--- src/rtl/forward_hazard_unit.sv ---
// Operand-forwarding and hazard-detection unit for a five-stage pipeline.
// Tracks the EX and MEM destinations, raises stall on hazards and registers the EX-stage mux selects.
module forward_hazard_unit #(
    parameter int REG_W   = 4,
    parameter int NUM_SRC = 2,
    parameter int CNT_W   = 16
) (
    input  logic                     clk,
    input  logic                     rst,
    input  logic                     id_valid,
    input  logic [NUM_SRC*REG_W-1:0] id_src,
    input  logic [NUM_SRC-1:0]       id_src_used,
    input  logic [REG_W-1:0]         id_dest,
    input  logic                     id_wb_en,
    input  logic                     id_mem_read,
    input  logic                     forward_en,
    input  logic                     flush,
    output logic                     stall,
    output logic [NUM_SRC*2-1:0]     sel_src,
    output logic [CNT_W-1:0]         stall_cnt
);

    typedef struct packed {
        logic             valid;
        logic [REG_W-1:0] dest;
        logic             wb_en;
        logic             mem_read;
    } stage_t;

    localparam logic [1:0] SEL_RF  = 2'b00;
    localparam logic [1:0] SEL_MEM = 2'b01;
    localparam logic [1:0] SEL_WB  = 2'b10;

    stage_t               ex_q, ex_d;
    stage_t               mem_q;
    logic [NUM_SRC*2-1:0] sel_q, sel_d;
    logic [CNT_W-1:0]     stall_cnt_q, stall_cnt_d;
    logic                 ld_retry_q, ld_retry_d;
    logic [NUM_SRC-1:0]   match_ex, match_mem;
    logic                 load_use;

    always_comb begin
        match_ex  = '0;
        match_mem = '0;
        for (int k = 0; k < NUM_SRC; k++) begin
            match_ex[k]  = id_valid && id_src_used[k] && ex_q.valid && ex_q.wb_en &&
                           (ex_q.dest == id_src[k*REG_W +: REG_W]);
            match_mem[k] = id_valid && id_src_used[k] && mem_q.valid && mem_q.wb_en &&
                           (mem_q.dest == id_src[k*REG_W +: REG_W]);
        end
        load_use = (|match_ex) && ex_q.mem_read;
        if (flush) begin
            stall = 1'b0;
        end else if (forward_en) begin
            stall = load_use;
        end else begin
            stall = |(match_ex | match_mem);
        end
    end

    always_comb begin
        sel_d       = '0;
        ex_d        = '0;
        stall_cnt_d = stall_cnt_q;
        ld_retry_d  = stall && forward_en;
        if (!stall && !flush && id_valid) begin
            ex_d = '{valid: 1'b1, dest: id_dest, wb_en: id_wb_en, mem_read: id_mem_read};
        end
        if (!stall && !flush && forward_en) begin
            for (int k = 0; k < NUM_SRC; k++) begin
                if (match_ex[k]) begin
                    sel_d[k*2 +: 2] = SEL_MEM;
                end else if (match_mem[k]) begin
                    // The instruction retried after a load-use bubble keeps the load's select.
                    sel_d[k*2 +: 2] = ld_retry_q ? SEL_MEM : SEL_WB;
                end else begin
                    sel_d[k*2 +: 2] = SEL_RF;
                end
            end
        end
        if (stall && (stall_cnt_q != '1)) begin
            stall_cnt_d = stall_cnt_q + CNT_W'(1);
        end
    end

    always_ff @(posedge clk or posedge rst) begin
        if (rst) begin
            ex_q        <= '0;
            mem_q       <= '0;
            sel_q       <= '0;
            stall_cnt_q <= '0;
            ld_retry_q  <= 1'b0;
        end else begin
            ex_q        <= ex_d;
            mem_q       <= ex_q;
            sel_q       <= sel_d;
            stall_cnt_q <= stall_cnt_d;
            ld_retry_q  <= ld_retry_d;
        end
    end

    assign sel_src   = sel_q;
    assign stall_cnt = stall_cnt_q;

endmodule

--- config.mk ---
export PLATFORM = sky130hd
export DESIGN_NAME = forward_hazard_unit
export DESIGN_NICKNAME = d
export VERILOG_FILES = /design/src/rtl/forward_hazard_unit.sv
export SDC_FILE = /design/constraint.sdc
export NUM_CORES = 1
export LEC_CHECK = 0
export CAP_MARGIN = 40
export CORE_MARGIN = 3
export CORE_UTILIZATION = 48
export DETAILED_ROUTE_END_ITERATION = 8
export GPL_ROUTABILITY_DRIVEN = 0
export MAX_ROUTING_LAYER = met4
export PLACE_DENSITY_LB_ADDON = 0.1
export SLEW_MARGIN = 20
export SYNTH_ARGS = -nofsm -noshare
export SYNTH_HDL_FRONTEND = slang
export SYNTH_SLANG_ARGS = --single-unit
--- constraint.sdc ---
create_clock -name clk -period 2.5 [get_ports clk]
set_input_delay 0.5 -clock clk [delete_from_list [all_inputs] [get_ports clk]]
set_output_delay 0.5 -clock clk [all_outputs]
set_load 0.01 [all_outputs]
==> impl_summary.log, run 1 <==
[metrics] run status: finished clean
[metrics] vias post-DR: 1353
[metrics] required time of the critical path: 2.00 ns
[metrics] routed vias/inst: 5.35
[metrics] Synth Area in Compound Gates: 3.32%
[metrics] final layout net count: 230
[metrics] total of endpoints with negative setup slack in the final report: 0
[metrics] most repeated cell in the gate-level netlist after synthesis: dfrtp_1
[metrics] Reg2Reg Depth: 8
[metrics] clock tree root buffer cell: clkbuf_4
[metrics] async set-reset flop share out of synthesis: 100%
[metrics] fraction of layout cells with a size suffix above 1: 17.2%
[metrics] I/O Pins: 42
[metrics] number of nets in the synthesized netlist: 173
[metrics] share of synthesized cell area in full adder, half adder and majority cells: 0.754%
[metrics] minimum setup slack among reg-to-reg paths: 0.37 ns
[metrics] internal power summed over all cells: 0.000923 W
[metrics] Reg2Reg Launch Point: ex_q[2]
[metrics] Critical Path Max Stage Delay: 0.48 ns
[metrics] Worst-path clk slew: 0.11 ns
[metrics] First DRT Iteration DRCs: 73
[metrics] global router's overall resource usage: 21.6%
[metrics] overall power after layout: 0.00118 W
[metrics] latest clock arrival within the worst-skew pair: 0.34 ns
[metrics] list of cells traversed by the critical path: clkdlybuf4s50_1, nand4_1, nor2_1, a22o_1, a211oi_4, nor2_2, buf_2
[metrics] die footprint: 4200 um2
[metrics] number of enable-type register cells in the synthesized netlist: 0
[metrics] number of clock sinks: 34
[metrics] die extent in x: 64.8 um
[metrics] cells after synthesis: 151
[metrics] utilization after layout: 74.1%
[metrics] register area share after synthesis: 51.3%
[metrics] combinational family with the most area after synthesis: simple AND/OR/NAND/NOR gates
[metrics] first-pass GRT wire length: 6.67 mm
[metrics] Synthesis Warnings: 0
[metrics] worst path arrival time: 1.88 ns
[metrics] Tightest Pin Transition: 0.525 ns
[metrics] total standard cell area after synthesis: 1660 um2
[metrics] post-route clock skew: 0.0145 ns
[metrics] Most used DFF post-synth: dfrtp_1
[metrics] max-cap violations: 0
[metrics] H-tree levels: 2
[metrics] power dissipated by switching net loads: 0.000261 W
[metrics] cell type of the slowest stage on the worst timing path: clkdlybuf4s50_1
[metrics] largest voltage drop on the vdd net: 0.433 mV
[metrics] basic-gate share of the synthesized area counting and, or, nand and nor cells: 25.1%
[metrics] drt first pass iters: 4
[metrics] count of filler cells inserted in the layout: 221
[metrics] critical path fanouts, max: 5
[metrics] number of unique standard cell types used by synthesis: 33
[metrics] hold buffer count at cts: 0
[metrics] DPL Wire Length: 2.80 mm
[metrics] count of unresolved DRC violations after routing: 0
[metrics] leftover overflow at the end of global routing: 0
[metrics] multiplexer share of the synthesized area: 0.905%
[metrics] sequential cell area: 851 um2
[metrics] non-filler cells, final: 253
[metrics] xor and xnor area share after synthesis: 16.4%
[metrics] DIE HEIGHT: 64.8 um
[metrics] proportion of netlist area held by the largest area contributor: 51.3%
[metrics] Hold Crit Class: flip-flop to flip-flop
[metrics] Reg2Reg Capture Point: stall_cnt[1]
[metrics] number of antenna violations at the first check in global routing: 0
[metrics] maximum buffer depth of the clock tree: 2
[metrics] Critical Path Start Type: input port
[metrics] PD cells: 503 nW/um2
[metrics] worst setup path endpoint: stall
[metrics] TritonCTS clock tree: yes
[metrics] Leakage: 1.11 nW
[metrics] worst hold margin: 0.417 ns
[metrics] post-synthesis cell type with the largest combined area: dfrtp_1
[metrics] relative max-transition margin: 64.8%
[metrics] sequential group share of total power: 48.0%
[metrics] switching share of power: 22.0%
[metrics] Clk pwr share: 43.3%
[metrics] synthesis-to-finish area growth: 41.9%
[metrics] Row Count: 20
[metrics] max frequency: 420 MHz
[metrics] maximum number of pins on one net before global-route repair: 35
[metrics] average wire length per cell after detail routing: 15.3 um
[metrics] top area cells in the synthesized netlist: dfrtp_1 (51%), xor2_1 (14%), nand4_1 (3.8%), nor3_1 (3.3%), and2_1 (2.6%)
[metrics] Setup crit end kind: output pin
[metrics] unrepaired setup endpoints after global routing: no
[metrics] number of inserted diodes: 0
[metrics] final sum of negative setup slack: 0 ns
[metrics] count of nets left with antenna violations after detail routing: 0
[metrics] Routed Wire Length: 3.88 mm
[metrics] number of clock buffers inserted by TritonCTS: 5
[metrics] via count of the first global-routing pass: 1398
[metrics] Max Slew Vio Count: 0
[metrics] Mapped Avg Cell Area: 11.0 um2
[metrics] number of port buffers: 41
[metrics] post-synthesis register bit count: 34
[metrics] area of combinational cells with multiple inputs: 827 um2
[metrics] cell types with the highest counts after synthesis: dfrtp_1 (34), xor2_1 (26), nor3_1 (11)
[metrics] fraction of power consumed by combinational cells: 8.7%
[metrics] crit path launch: id_valid
[metrics] time the worst path needs with I/O delays and setup: 2.38 ns
[metrics] final worst path period share: 95.3%
[metrics] Floorplan Core Area: 3180 um2
[metrics] type of the setup path with the least slack: input port to output pin
[metrics] Cells after DPL: 245
[metrics] Final Hold Viols: 0
[metrics] starting density of the core: 52.2%
-- stage by stage --
step / instance area, um2 / worst slack [ns]
after global placement: 2190 / -0.425
after floorplan: 1660 / 0.426
final: 2350 / 0.118
after detailed placement: 2190 / -0.479
after CTS: 2330 / 0.0417
after global routing: 2350 / 0.0108
-- state kept, by name, summed over array words and instances (netlist names) --
| name | flops |
|---|---|
| stall_cnt | 16 |
| ex_q | 7 |
| mem_q | 6 |
| sel_src | 4 |
| ld_retry_q | 1 |
-- layer usage --
layer	vias to the layer above	wire (um)	GRT usage (%)
met2	43	1860	33.6
met1	659	1740	27.0
li1	642	-	-
met5	-	0	-
met4	0	67	8.97
met3	9	214	5.03
-- what timing repair did --
item	CTS	global route
setup buffers	0	0
resized for setup	18	6
setup endpoints to repair	1	1
pin swaps	6	6
-- cells by family after synthesis --
kind of cell / Yosys count
AO/OA/AOI/OAI: 6
XOR/XNOR: 31
adder cells (fa/ha/maj): 1
buffers and inverters: 7
flip-flops: 34
multiplexers: 1
AND/OR/NAND/NOR: 71
-- area by class of cell --
type / count / area share [%]
Clock buffer: 5 / 1.59
Timing Repair Buffer: 53 / 21.2
Sequential cell: 34 / 36.2
Multi-Input combinational cell: 110 / 35.1
Clock inverter: 3 / 2.92
Inverter: 4 / 0.638
Tap cell: 44 / 2.34
-- placed cells by master, fill, tap and decap left out, drive strengths merged, types with 2 or more instances in the layout --
cell,count
nor2,10
bufinv,2
xnor2,5
nor4,6
buf,13
clkbuf,5
dfrtp,34
inv,4
a31oi,2
nor4b,2
nor3,13
nand4,10
nor3b,3
nand2,8
and2,7
xor2,26
nand3,5
dlymetal6s2s,4
clkdlybuf4s50,31
dlygate4sd2,5
-- power by group through the flow --
stage	registers [W]	logic, W	clock network, W
floorplan	0.000577	0.0000425	0
global placement	0.000578	0.0000939	0
detailed placement	0.000579	0.0000968	0
CTS	0.000568	0.000102	0.000517
global route	0.000570	0.000113	0.000543
finish	0.000569	0.000103	0.000513
-- critical path: cells and delay by family --
kind                   cells  cell delay (ns)
AND/OR/NAND/NOR            3             0.24
buffers and inverters      2             0.62
AO/OA/AOI/OAI              2             0.52
-- worst min-delay path by stage --
| stage | start | end | depth (start not counted) |
|---|---|---|---|
| after CTS | ex_q[1] | mem_q[1] | 0 |
| after global routing | ex_q[1] | mem_q[1] | 0 |
| final | ex_q[1] | mem_q[1] | 0 |
| after detailed placement | ex_q[1] | mem_q[1] | 0 |
| after floorplan | ex_q[1] | mem_q[1] | 0 |
| after global placement | ex_q[6] | mem_q[6] | 0 |
Power figures use the tool's default switching activity.
==> run 2, diff against run 1 <==
- GPL_ROUTABILITY_DRIVEN: 0 -> not set
- SLEW_MARGIN: 20 -> 25
==> results of run 2 <==
Same layout as run 1: the final DEF is identical, and so are final timing and power.
